<file path="config.mk">
export PLATFORM = sky130hd
export DESIGN_NAME = mod_transition_scheduler
export DESIGN_NICKNAME = d
export VERILOG_FILES = /design/src/rtl/mod_transition_scheduler_pkg.sv /design/src/rtl/mod_transition_scheduler_gpio_edge_sync.sv /design/src/rtl/mod_transition_scheduler.sv
export SDC_FILE = /design/constraint.sdc
export NUM_CORES = 1
export LEC_CHECK = 0
export ABC_AREA = 1
export CAP_MARGIN = 20
export CORE_UTILIZATION = 39
export CTS_BUF_LIST = sky130_fd_sc_hd__clkbuf_8 sky130_fd_sc_hd__clkbuf_16
export CTS_CLUSTER_SIZE = 16
export DETAILED_ROUTE_END_ITERATION = 8
export PLACE_DENSITY = 0.85
export SLEW_MARGIN = 10
export SYNTH_ARGS = -nofsm -noshare
export SYNTH_HDL_FRONTEND = slang
export SYNTH_HIERARCHICAL = 1
export SYNTH_SLANG_ARGS = --single-unit
export TNS_END_PERCENT = 1
</file>
<file path="constraint.sdc">
create_clock -name clk_i -period 2.2 [get_ports clk_i]
set_clock_uncertainty 0.05 [all_clocks]
set_input_delay 0.22 -clock clk_i [delete_from_list [all_inputs] [get_ports clk_i]]
set_output_delay 0.22 -clock clk_i [all_outputs]
set_load 0.01 [all_outputs]
</file>
<file path="src/rtl/mod_transition_scheduler_pkg.sv">
// Shared types and constants for the modulation segment transition scheduler.
// The settings bundle, transition mode encodings and scheduler FSM states live here.
package mod_transition_scheduler_pkg;

    localparam int CYCLE_W    = 15;
    localparam int FREQ_DIV_W = 32;
    localparam int REP_W      = 32;
    localparam int VALUE_W    = 64;

    localparam logic [7:0] TRANSITION_MODE_SYNC_IDX  = 8'h00;
    localparam logic [7:0] TRANSITION_MODE_SYS_TIME  = 8'h01;
    localparam logic [7:0] TRANSITION_MODE_GPIO      = 8'h02;
    localparam logic [7:0] TRANSITION_MODE_EXT       = 8'h03;
    localparam logic [7:0] TRANSITION_MODE_IMMEDIATE = 8'hFF;

    localparam logic [REP_W-1:0] REP_INFINITE = 32'hFFFF_FFFF;

    typedef enum logic [2:0] {
        RUN,
        WAIT_SYNC,
        WAIT_TIME,
        WAIT_GPIO,
        EXT
    } sched_state_e;

    typedef struct packed {
        logic                        update;
        logic                        req_rd_segment;
        logic [7:0]                  transition_mode;
        logic [VALUE_W-1:0]          transition_value;
        logic [1:0][CYCLE_W-1:0]     cycle;
        logic [1:0][FREQ_DIV_W-1:0]  freq_div;
        logic [1:0][REP_W-1:0]       rep;
    } mod_settings_t;

    // GPIO mode is only a legal request when the synchroniser is built in.
    function automatic logic mode_supported(input logic [7:0] mode, input logic gpio_en);
        case (mode)
            TRANSITION_MODE_SYNC_IDX,
            TRANSITION_MODE_SYS_TIME,
            TRANSITION_MODE_EXT,
            TRANSITION_MODE_IMMEDIATE: return 1'b1;
            TRANSITION_MODE_GPIO:      return gpio_en;
            default:                   return 1'b0;
        endcase
    endfunction

endpackage

</file>
<file path="src/rtl/mod_transition_scheduler_gpio_edge_sync.sv">
// Two-flop synchroniser plus rising-edge detector for each external trigger pin.
// An edge on a pin shows on rise_o two clocks after it is first sampled.
module gpio_edge_sync
    import mod_transition_scheduler_pkg::*;
#(
    parameter int GPIO_NUM = 4
) (
    input  logic                clk_i,
    input  logic                rst_n_i,
    input  logic [GPIO_NUM-1:0] gpio_i,
    output logic [GPIO_NUM-1:0] rise_o
);

    logic [GPIO_NUM-1:0] meta_q;
    logic [GPIO_NUM-1:0] sync_q;
    logic [GPIO_NUM-1:0] prev_q;

    always_ff @(posedge clk_i or negedge rst_n_i) begin
        if (!rst_n_i) begin
            meta_q <= '0;
            sync_q <= '0;
            prev_q <= '0;
        end else begin
            meta_q <= gpio_i;
            sync_q <= meta_q;
            prev_q <= sync_q;
        end
    end

    assign rise_o = sync_q & ~prev_q;

endmodule

</file>
<file path="src/rtl/mod_transition_scheduler.sv">
// Chooses the active read segment of the two-segment modulation buffer and counts repeats.
// Define MOD_TRANSITION_GPIO_EN to support GPIO-triggered transitions (mode 0x02).
module mod_transition_scheduler
    import mod_transition_scheduler_pkg::*;
#(
    parameter int SYS_TIME_W = 64,
    parameter int GPIO_NUM   = 4
) (
    input  logic                  clk_i,
    input  logic                  rst_n_i,
    input  mod_settings_t         mod_settings_i,
    input  logic [SYS_TIME_W-1:0] sys_time_i,
    input  logic                  loop_done_i,
    input  logic [GPIO_NUM-1:0]   gpio_in_i,
    output logic                  segment_o,
    output logic [CYCLE_W-1:0]    cycle_o,
    output logic [FREQ_DIV_W-1:0] freq_div_o,
    output logic                  stop_o,
    output logic                  pending_o,
    output logic                  switched_o,
    output logic                  invalid_req_o
);

`ifdef MOD_TRANSITION_GPIO_EN
    localparam logic GPIO_EN = 1'b1;
`else
    localparam logic GPIO_EN = 1'b0;
`endif

    sched_state_e          state_q, state_d;
    logic                  segment_q, segment_d;
    logic                  stop_q, stop_d;
    logic [REP_W-1:0]      rep_cnt_q, rep_cnt_d;
    logic                  target_q, target_d;
    logic [SYS_TIME_W-1:0] value_q, value_d;
    logic                  switched_q, switched_d;
    logic                  invalid_q, invalid_d;

    logic                  do_switch;
    logic                  switch_seg;
    sched_state_e          switch_state;
    logic [REP_W-1:0]      cur_rep;
    logic                  gpio_hit;

`ifdef MOD_TRANSITION_GPIO_EN
    logic [1:0]            pin_q, pin_d;
    logic [GPIO_NUM-1:0]   gpio_rise;

    gpio_edge_sync #(
        .GPIO_NUM (GPIO_NUM)
    ) u_gpio_edge_sync (
        .clk_i   (clk_i),
        .rst_n_i (rst_n_i),
        .gpio_i  (gpio_in_i),
        .rise_o  (gpio_rise)
    );

    assign gpio_hit = |(gpio_rise & (GPIO_NUM'(1) << pin_q));
`else
    logic                  gpio_unused;

    assign gpio_unused = ^gpio_in_i;
    assign gpio_hit    = 1'b0;
`endif

    assign cur_rep = mod_settings_i.rep[segment_q];

    always_comb begin
        state_d      = state_q;
        segment_d    = segment_q;
        stop_d       = stop_q;
        rep_cnt_d    = rep_cnt_q;
        target_d     = target_q;
        value_d      = value_q;
        switched_d   = 1'b0;
        invalid_d    = 1'b0;
        do_switch    = 1'b0;
        switch_seg   = target_q;
        switch_state = RUN;
`ifdef MOD_TRANSITION_GPIO_EN
        pin_d        = pin_q;
`endif

        // Repeat counting on the active segment; exhaustion stops playback or, in EXT, flips segment.
        if (loop_done_i && (cur_rep != REP_INFINITE) && !stop_q) begin
            if (rep_cnt_q == cur_rep) begin
                if (state_q == EXT) begin
                    do_switch    = 1'b1;
                    switch_seg   = ~segment_q;
                    switch_state = EXT;
                end else begin
                    stop_d = 1'b1;
                end
            end else begin
                rep_cnt_d = rep_cnt_q + 32'd1;
            end
        end

        case (state_q)
            WAIT_SYNC: do_switch = loop_done_i;
            WAIT_TIME: do_switch = (sys_time_i >= value_q);
            WAIT_GPIO: do_switch = gpio_hit;
            default:   ;
        endcase

        // A fresh request overrides whatever switch the previous request would have taken.
        if (mod_settings_i.update) begin
            if (mode_supported(mod_settings_i.transition_mode, GPIO_EN)) begin
                target_d  = mod_settings_i.req_rd_segment;
                value_d   = mod_settings_i.transition_value[SYS_TIME_W-1:0];
                do_switch = 1'b0;
`ifdef MOD_TRANSITION_GPIO_EN
                pin_d     = mod_settings_i.transition_value[1:0];
`endif
                case (mod_settings_i.transition_mode)
                    TRANSITION_MODE_SYNC_IDX: state_d = WAIT_SYNC;
                    TRANSITION_MODE_SYS_TIME: state_d = WAIT_TIME;
`ifdef MOD_TRANSITION_GPIO_EN
                    TRANSITION_MODE_GPIO:     state_d = WAIT_GPIO;
`endif
                    TRANSITION_MODE_EXT: begin
                        do_switch    = 1'b1;
                        switch_seg   = mod_settings_i.req_rd_segment;
                        switch_state = EXT;
                    end
                    default: begin
                        do_switch    = 1'b1;
                        switch_seg   = mod_settings_i.req_rd_segment;
                        switch_state = RUN;
                    end
                endcase
            end else begin
                invalid_d = 1'b1;
            end
        end

        if (do_switch) begin
            segment_d  = switch_seg;
            switched_d = 1'b1;
            stop_d     = 1'b0;
            rep_cnt_d  = '0;
            state_d    = switch_state;
        end
    end

    always_ff @(posedge clk_i or negedge rst_n_i) begin
        if (!rst_n_i) begin
            state_q    <= RUN;
            segment_q  <= 1'b0;
            stop_q     <= 1'b0;
            rep_cnt_q  <= '0;
            target_q   <= 1'b0;
            value_q    <= '0;
            switched_q <= 1'b0;
            invalid_q  <= 1'b0;
        end else begin
            state_q    <= state_d;
            segment_q  <= segment_d;
            stop_q     <= stop_d;
            rep_cnt_q  <= rep_cnt_d;
            target_q   <= target_d;
            value_q    <= value_d;
            switched_q <= switched_d;
            invalid_q  <= invalid_d;
        end
    end

`ifdef MOD_TRANSITION_GPIO_EN
    always_ff @(posedge clk_i or negedge rst_n_i) begin
        if (!rst_n_i) begin
            pin_q <= 2'd0;
        end else begin
            pin_q <= pin_d;
        end
    end
`endif

    assign segment_o     = segment_q;
    assign cycle_o       = mod_settings_i.cycle[segment_q];
    assign freq_div_o    = mod_settings_i.freq_div[segment_q];
    assign stop_o        = stop_q;
    assign pending_o     = (state_q == WAIT_SYNC) || (state_q == WAIT_TIME) || (state_q == WAIT_GPIO);
    assign switched_o    = switched_q;
    assign invalid_req_o = invalid_q;

endmodule

</file>
; Word level (Yosys, flattened, before mapping)
; Index checks and enable logic that the tools add are counted.
[op_classes]
n_bitwise = 1
add_sub_neg = 1
n_mux = 41
n_eq_ne = 11
n_reduce_logical = 17
n_lt_le_gt_ge = 2
[op_table]
columns = op, count
row1 = $mux W32, 7
row2 = $ge A64 B64 Y1, 1
row3 = $add A32 B1 Y32 const B, 1
row4 = $eq A32 B32 Y1, 1
row5 = $ne A32 B32 Y1 const B, 1
row6 = $mux W15, 2
row7 = $mux W3, 8
row8 = $mux W1, 21
row9 = $pmux W3 S2, 2
row10 = $eq A8 B1 Y1 const B, 1
row11 = $eq A8 B2 Y1 const B, 1
row12 = $eq A8 B8 Y1 const B, 1
row13 = $logic_not A8 Y1, 1
row14 = $reduce_bool A2 Y1, 4
row15 = $eq A3 B2 Y1 const B, 2
row16 = $reduce_and A3 Y1, 2
row17 = $ne A2 B2 Y1 const B, 2
row18 = $reduce_and A2 Y1, 2
row19 = $reduce_or A4 Y1, 1
row20 = $eq A3 B1 Y1 const B, 1
row21 = $eq A3 B3 Y1 const B, 1
row22 = $pmux W1 S3, 1
row23 = $reduce_bool A3 Y1, 1
row24 = $logic_and A1 B1 Y1, 2
row25 = other kinds (5), 6
[totals]
elab_cells = 81
register_bits = 104
inputBits = 303
output_inout_bits = 52

; Depth between registers and ports, before layout
; Gate-level depths: netlist of the first run.
[logic_depth]
depth_word = 11
ltp_mapped = 21

; Worst setup path before layout of the first run
; No wires, ideal clock.
[synth_path]
path_kind = register to register
from = reg segment_q, in the netlist segment_o
to = reg rep_cnt_q[11]
t_arrival_ns = 2.057
stages_incl_launch_ff = 21
slack_ns = -0.026
cell_sequence = dfrtp_1 inv_2 buf_4 nand2_1 nand2_1 nand2_1 nand2_1 nand3_1 nor2_1 nand2_1 nor2_1 nand2_1 nor2_2 nand2_1 nand2_1 nand2_1 nand2_2 nand2_2 inv_2 buf_6 nor2_1
[synth_between]
elab_chain_len = 11
elab_cells_between_ends = 15
[synth_lines]
columns = element, line
row1 = from (decl), mod_transition_scheduler.sv:31  ; logic segment_q, segment_d;
row2 = from (signal assigned), mod_transition_scheduler.sv:158  ; segment_q <= segment_d;
row3 = $mux W32 (not written as such) * (2 in a row), mod_transition_scheduler.sv:66  ; assign cur_rep = mod_settings_i.rep[segment_q];
row4 = $ne A32 B32 Y1, mod_transition_scheduler.sv:85  ; if (loop_done_i && (cur_rep != REP_INFINITE) && !stop_q) begin
row5 = $logic_and A1 B1 Y1 (2 in a row), mod_transition_scheduler.sv:85
row6 = $mux W1, mod_transition_scheduler.sv:85
row7 = $pmux W1 S3, mod_transition_scheduler.sv:99  ; case (state_q)
row8 = $mux W1, mod_transition_scheduler.sv:108  ; if (mode_supported(mod_settings_i.transition_mode, GPIO_EN)) begin
row9 = $mux W1, mod_transition_scheduler.sv:107  ; if (mod_settings_i.update) begin
row10 = $ne A2 B2 Y1 (no line) / $reduce_bool A2 Y1 (equally long branches), -
row11 = $reduce_and A2 Y1 (no line), -
row12 = to (signal assigned), mod_transition_scheduler.sv:160  ; rep_cnt_q <= rep_cnt_d;
row13 = to (decl), mod_transition_scheduler.sv:33  ; logic [REP_W-1:0] rep_cnt_q, rep_cnt_d;
; Every way passes the cells marked *; elsewhere a longest branch is shown, timed or not. The select of a mux whose other input is x is not followed.
; A chain may end at the register's enable or synchronous reset.

; Worst setup path in the final report of the first run
[layout_path]
from = reg segment_q, in the netlist segment_o
to = reg rep_cnt_q[13]
; The elaborated chain is that of the path after synthesis.

==> metrics.md, run 1 <==
| Metric | Value |
|---|---|
| Final setup margin | -447 ps |
| MaxCap Viol Count | 0 |
| Largest family of logic cells by synthesized area | simple AND/OR/NAND/NOR gates |
| N_diodes | 0 |
| Via count | 9800 |
| Hold depth | 3 |
| Post-synthesis mux area share | 0% |
| Min-delay src | mod_settings_i[191] |
| Synth Area in Compound Gates | 7.43% |
| Most used DFF post-synth | dfrtp_1 |
| Crit share post-route | 120% |
| Largest net degree at the start of global routing | 48 |
| Clock tree buffer depth | 2 |
| Syn nets | 1648 |
| CTS buffer count | 9 |
| Synthesized flop and latch total | 104 |
| EDFF count, synth | 0 |
| Pwr dens | 791 nW/um^2 |
| Critical-path cell list | clkinv_4 > buf_12 > buf_6 > nand2_4 > nand2_2 > buf_6 > nand2_1 > nor2_1 > nand2_1 > nor2_1 > nand2_1 > nand3_2 > nor2_4 > nand3_2 > nor2_4 > buf_6 > buf_4 > nand4_1 > nand2_1 > nor2_1 |
| Drt drc | 0 |
| Max incr delay on CP | 430 ps |
| Vias in the first global route | 9727 |
| Seq/Total Area, Yosys | 32.0% |
| WL final | 30000 um |
| CP Launch Type | flop |
| PortBufs | 350 |
| First-pass GRT wire length | 46800 um |
| GRT Util Overall | 27.4% |
| RSZ-0062 raised after global routing | yes |
| Synth Area in XOR/XNOR | 2.58% |
| Clock sinks | 104 |
| Clk slew on worst S/H paths | 80 ps |
| Largest cells by area after synthesis | dfrtp_1, nand2_1, ha_1 |
| Mapped Cells | 1280 |
| Adder-cell share of the synthesized area | 10.0% |
| Initial DRC Count | 744 |
| Largest area contributor in the netlist | dfrtp_1 |
| DRT Pass-1 Iters | 5 |
| Peak supply drop | 0.000409 V |
| HPWL after DPL | 23300 um |
| CP required | 2400 ps |
| Finished Layout Cells | 1986 |
| Reg-to-reg startpoint | segment_o |
| Kind of critical path | flop to flop |
| Fmax | 0.378 GHz |
| # placed instances | 1947 |
| Rel. slew slack | 62.4% |
| Wire per inst | 15.1 um |
| Hold_ws | 363 ps |
| Routed Antenna Nets | 0 |
| Slowest stage cell, crit path | dfrtp_2 |
| Synth warn | 6 |
| Area grow syn2layout | 67.3% |
| Rows | 52 |
| Most frequent CP cell | nand2_1 |
| Core Footprint | 20400 um^2 |
| Final nets | 2079 |
| H-tree depth | 3 |
| Worst min path class | input port to flop |
| Fin area | 13600 um^2 |
| Fillers | 1664 |
| Setup Viol. Count Final | 75 |
| Initial core utilization | 39.9% |
| Post-synth ARST share | 100% |
| Status | finished with violations |
| Worst path top cell family by delay | simple AND/OR/NAND/NOR gates |
| Minimum clock period | 2650 ps |
| R2R depth | 20 |
| Root Buffer | clkbuf_16 |
| Post-Synthesis Cell Area | 8130 um^2 |
| Netlist cell types | 34 |
| Setup crit end kind | flop |
| Crit path buf inv count | 6 |
| Die area | 21400 um^2 |
| Leak | 6.67 nW |
| Simple-gate portion of the synthesized area | 38.7% |
| Share of cells above drive strength 1 | 12.7% |
| Die Wd | 146 um |
| Gp weighted congestion | 0.957 |
| CTS tree | yes |
| Mapped Avg Cell Area | 6.35 um^2 |
| Clock Latency Late Sink | 360 ps |
| # IOs | 355 |
| Max-slew violations | 0 |
| Crit path DAT | 2850 ps |
| CP Launch Point | segment_o |
| Post-DR vias/cell | 4.93 |
| Initial antenna violation count | 0 |
| Least-Margin Pin Slew | 564 ps |
| CP Depth | 20 |
| Dpl cell area | 12600 um^2 |
| Failing checks | negative setup slack |
| Setup TNS | -18030 ps |
| Total grt overflow | 0 |
| Final hold violations | 0 |
| Die Span Y | 146 um |
| Yosys top cell area share | 32.0% |
| Worst-path fanout max | 7 |
metal layers:
| layer | track usage (%) | vias up | share of wire [%] |
|---|---|---|---|
| met3 | 6.66 | 62 | 9.5 |
| li1 | - | 4874 | - |
| met2 | 46.7 | 451 | 48 |
| met5 | 0 | - | 0 |
| met4 | 8.49 | 0 | 2.6 |
| met1 | 33.9 | 4413 | 40 |
Yosys cell counts, types with 2 or more instances:
cell and instances:
a21oi_1 31, nand2_1 542, nor4_1 3, nand3_2 2, nand3b_1 2, nand2_2 2
buf_6 3, o21ai_0 77, xor2_1 24, nor3_1 20, nor2_1 110, nand4_1 19
clkbuf_1 23, o211ai_1 2, and3_1 2, dfrtp_1 104, ha_1 65, nand3_1 71
buf_4 3, inv_2 2, o21a_1 2, nor2_2 2, inv_1 154, buf_2 5
sequential cells by signal, summed over array words and instances (netlist names):
name           count
invalid_req_o      1
stop_o             1
value_q           64
switched_o         1
state_q            3
target_q           1
rep_cnt_q         32
segment_o          1
worst min-delay path: cells and delay by family:
kind	cells	cell delay (ps)
buf+inv	1	390
compound gates	1	60
simple gates	1	60
stage by stage:
stage	total power (W)	setup WS [ps]	utilization [%]
floorplan	0.00549	-5.15	-
global placement	0.00786	-364	61.9
detailed placement	0.00804	-418	61.9
CTS	0.0101	-346	64.6
global route	0.0115	-577	66.8
finish	0.0108	-447	66.8
layout make-up:
cell class                 count  area, um^2  area share (%)
inverter                     156         594            4.37
clock inverter                 7        56.3           0.414
sequential                   104        2600            19.1
tap                          270         338            2.48
multi-input combinational    985        5160            37.9
clock buffer                   9         225            1.66
timing repair buffer         455        4630            34.0
cell families (layout without fill, tap and decap cells):
kind of cell	Yosys count	after routing
xor+xnor	24	24
compound gates	117	117
buf+inv	191	627
flops	104	104
simple gates	779	779
fa+ha+maj	65	65
repair_timing:
action,CTS,global route
hold buffers,1,0
pin swaps,10,38
hold endpoints to repair,40,0
buffers inserted,12,4
endpoints found under the setup margin,85,95
cloned,3,5
gates resized for setup,35,89
cell usage in the layout (no fill, tap or decap), types with 2 or more instances in the layout:
cell type and n:
nand2_1 474, clkdlybuf4s50_1 339, inv_1 152, dfrtp_1 103
nor2_1 102, o21ai_0 76, buf_4 74, nand3_1 65
ha_1 65, nand2_2 48, a21oi_1 31, xor2_1 24
nor3_1 19, nand4_1 19, nand2_4 19, clkbuf_16 14
buf_12 12, buf_6 11, dlygate4sd2_1 9, nand3_2 8
nor2_2 7, nor2_4 4, clkinvlp_4 4, nand2_8 3
o21a_1 2, nand3b_1 2, and3_1 2, o211ai_1 2
clkinv_4 2, nor4_1 2, inv_6 2, buf_16 2
where the power goes:
| group | internal [W] | switching, W |
|---|---|---|
| clock | 0.000778 | 0.000769 |
| sequential | 0.00224 | 0.000144 |
| combinational | 0.00329 | 0.00353 |
worst paths after layout:
kind | to | slack (ps)
setup / recovery | rep_cnt_q[13] | -450
hold / removal | value_q[33] | 360
setup reg to reg | rep_cnt_q[13] | -450
hold reg to reg | state_q[0] | 470
max in group asynchronous | value_q[3] | 1040
min in group asynchronous | rep_cnt_q[9] | 370
Power figures use the tool's default switching activity.
==> run 2: changes to the inputs <==
- ABC_AREA: 1 -> 0
- CORE_UTILIZATION: 39 -> 38
- MAX_ROUTING_LAYER: unset -> met4
==> metrics.md, run 2 <==
| Metric | Value |
|---|---|
| Status | finished with violations (unchanged) |
| Largest area contributor in the netlist | dfrtp_1 (unchanged) |
| EDFF count, synth | 0 (unchanged) |
| Mapped Avg Cell Area | 9.01 um^2 (was 6.35 um^2) |
| Max incr delay on CP | 510 ps (was 430 ps) |
| Minimum clock period | 3000 ps (was 2650 ps) |
| CTS buffer count | 9 (unchanged) |
| Fillers | 1479 (was 1664) |
| Die area | 20300 um^2 (was 21400 um^2) |
| Share of cells above drive strength 1 | 18.7% (was 12.7%) |
| Initial DRC Count | 430 (was 744) |
| Post-Synthesis Cell Area | 7500 um^2 (was 8130 um^2) |
| Core Footprint | 19400 um^2 (was 20400 um^2) |
| Netlist cell types | 49 (was 34) |
| Area grow syn2layout | 71.6% (was 67.3%) |
| Routed Antenna Nets | 0 (unchanged) |
| Pwr dens | 706 nW/um^2 (was 791 nW/um^2) |
| Clock tree buffer depth | 2 (unchanged) |
| Leak | 5.68 nW (was 6.67 nW) |
| Yosys top cell area share | 34.7% (was 32.0%) |
| Reg with most FFs | value_q (unchanged) |
| CTS tree | yes (unchanged) |
| Final hold violations | 0 (unchanged) |
| Largest cells by area after synthesis | dfrtp_1, ha_1, mux2_2 (was dfrtp_1, nand2_1, ha_1) |
| Largest register FFs | 64 (unchanged) |
| Final nets | 1661 (was 2079) |
| Final Util | 66.4% (was 66.8%) |
| Worst min path class | input port to async pin (was input port to flop) |
| Most frequent cell after synthesis | dfrtp_1 (was nand2_1) |
| Synthesized flop and latch total | 104 (unchanged) |
| Post-DR vias/cell | 5.15 (was 4.93) |
| Via count | 8059 (was 9800) |
| Slowest stage cell, crit path | dfrtp_4 (was dfrtp_2) |
| HPWL after DPL | 21600 um (was 23300 um) |
| Most used DFF post-synth | dfrtp_1 (unchanged) |
| WL final | 28500 um (was 30000 um) |
| First-pass GRT wire length | 41300 um (was 46800 um) |
| Gp weighted congestion | 0.903 (was 0.957) |
| GRT Util Overall | 27.7% (was 27.4%) |
| MaxCap Viol Count | 0 (unchanged) |
| Kind of critical path | flop to flop (unchanged) |
| Failing checks | negative setup slack (unchanged) |
| Drt drc | 0 (unchanged) |
| Crit path buf inv count | 6 (unchanged) |
| Worst-path fanout max | 8 (was 7) |
| Die Wd | 143 um (was 146 um) |
| CP Launch Type | flop (unchanged) |
| Setup Viol. Count Final | 81 (was 75) |
| Fin area | 12900 um^2 (was 13600 um^2) |
| RSZ-0062 raised after global routing | yes (unchanged) |
| Root Buffer | clkbuf_16 (unchanged) |
| Clk slew on worst S/H paths | 70 ps (was 80 ps) |
| Initial antenna violation count | 2 (was 0) |
| Largest net degree at the start of global routing | 49 (was 48) |
| Crit share post-route | 136% (was 120%) |
| Most frequent CP cell | buf_4 (was nand2_1) |
| Syn nets | 1201 (was 1648) |
| Mapped Cells | 833 (was 1280) |
| Vias in the first global route | 8144 (was 9727) |
| DRT Pass-1 Iters | 5 (unchanged) |
| Pre-CTS WS | -1430 ps (was -418 ps) |
| Final setup margin | -801 ps (was -447 ps) |
| Critical-path cell list | buf_12 > buf_4 > buf_4 > mux2i_1 > xnor2_1 > nor4_1 > nand4_1 > buf_4 > buf_4 > o2111ai_4 > buf_12 > nor4_1 > xnor2_1 > nor2_1 (was clkinv_4 > buf_12 > buf_6 > nand2_4 > nand2_2 > buf_6 > nand2_1 > nor2_1 > nand2_1 > nor2_1 > nand2_1 > nand3_2 > nor2_4 > nand3_2 > nor2_4 > buf_6 > buf_4 > nand4_1 > nand2_1 > nor2_1) |
| Most common cell after layout, fill and taps aside | clkdlybuf4s50_1 (was nand2_1) |
| Crit path DAT | 3190 ps (was 2850 ps) |
| Die Span Y | 143 um (was 146 um) |
| Fmax | 0.333 GHz (was 0.378 GHz) |
| Wire per inst | 18.2 um (was 15.1 um) |
| Commonest non-fill, non-tap cells in the layout | clkdlybuf4s50_1, buf_4, dfrtp_1 (was nand2_1, clkdlybuf4s50_1, inv_1) |
| Worst path top cell family by delay | buffers and inverters (was simple AND/OR/NAND/NOR gates) |
| Least-Margin Pin Slew | 777 ps (was 564 ps) |
| Total grt overflow | 0 (unchanged) |
| CP required | 2390 ps (was 2400 ps) |
| Commonest cells in the netlist | dfrtp_1, nand2_1, o21ai_0 (was nand2_1, inv_1, nor2_1) |
| Rows | 51 (was 52) |
| Peak supply drop | 0.000375 V (was 0.000409 V) |
| Max-slew violations | 0 (unchanged) |
| Clock sinks | 104 (unchanged) |
| H-tree depth | 3 (unchanged) |
| Rel. slew slack | 48.1% (was 62.4%) |
| # IOs | 355 (unchanged) |
| R2R Setup Slk | -800 ps (was -450 ps) |
| Clock Latency Late Sink | 350 ps (was 360 ps) |
| PortBufs | 350 (unchanged) |
| Dpl cell area | 12100 um^2 (was 12600 um^2) |
| Post-synth ARST share | 100% (unchanged) |
| Biggest regs | value_q x64, rep_cnt_q x32, state_q x3 (unchanged) |
| Initial core utilization | 38.7% (was 39.9%) |
| Setup crit end kind | flop (unchanged) |
| Synth warn | 6 (unchanged) |
| Seq/Total Area, Yosys | 34.7% (was 32.0%) |
-- run 2: repair_timing --
action                                 4_1_cts  5_1_grt
gates resized for setup                     21       37
gates cloned                                 0        6
pin swaps                                    3       19
setup endpoints to repair                   85      135
buffers inserted                             3        3
endpoints found under the hold margin       22        0
hold buffers                                 1        0
-- run 2: worst reg2reg max path, cell delays in order (launching register included) --
cell	delay [ps]
dfrtp_4	510
buf_12	160
buf_4	140
buf_4	130
mux2i_1	210
xnor2_1	160
nor4_1	70
nand4_1	100
buf_4	160
buf_4	150
o2111ai_4	180
buf_12	200
nor4_1	410
xnor2_1	190
nor2_1	60
-- run 2: cell type report --
cell class              instances  area, um^2  area share [%]
clock inverters                 6        85.1           0.661
diodes                          2        5.00          0.0389
repair buffers                484        4730            36.8
multi-input cells             620        4610            35.8
well taps                     265         332            2.57
clock buffers                   9         225            1.75
inverters                      74         278            2.16
flip-flops and latches        104        2610            20.2
-- run 2: worst paths after layout --
path	start	endpoint	cells after the start
max	segment_o	rep_cnt_q[15]	14
min	rst_n_i	value_q[51]	2
max reg2reg	segment_o	rep_cnt_q[15]	14
min reg2reg	value_q[0]	value_q[0]	1
max in group asynchronous	rst_n_i	rep_cnt_q[4]	3
min in group clk_i	mod_settings_i[212]	value_q[54]	3
-- run 2: power by group --
group / internal, W / leakage [nW] / switching, W
Combinational: 0.00274 / 4.30 / 0.00219
Clock: 0.000990 / 0.153 / 0.000726
Sequential: 0.00227 / 1.23 / 0.000170
Total: 0.00600 / 5.68 / 0.00309
-- run 2: per-stage QoR --
stage | TNS (ps) | hold slack, ps | total power, W | cells
floorplan | -12400 | -126 | 0.00483 | 833
global placement | -62760 | 106 | 0.00666 | 1534
detailed placement | -68080 | 107 | 0.00683 | 1534
CTS | -25590 | 259 | 0.00876 | 1553
global route | -36850 | 291 | 0.00962 | 1564
finish | -30660 | 267 | 0.00909 | 1564
-- run 2: logic make-up (layout without fill, tap and decap cells) --
kind of cell | count (synthesis) | count (layout) | share of synthesized area (%)
flip-flops | 104 | 104 | 34.7
AND/OR/NAND/NOR | 270 | 270 | 17.6
multiplexers | 82 | 82 | 11.8
buffers and inverters | 109 | 573 | 6.72
other | 0 | 2 | 0
XOR/XNOR | 63 | 63 | 7.35
AO/OA/AOI/OAI | 140 | 140 | 11.0
adder cells (fa/ha/maj) | 65 | 65 | 10.8
-- run 2: routing by layer --
layer / part of all wire (%) / vias to the layer above / track usage [%] / wire [um]
met1: 37 / 3790 / 29.5 / 10400
met3: 8.0 / 87 / 6.63 / 2280
met2: 50 / 357 / 47.2 / 14400
li1: - / 3825 / - / -
met4: 4.9 / 0 / 16.0 / 1390
met5: 0 / - / - / 0
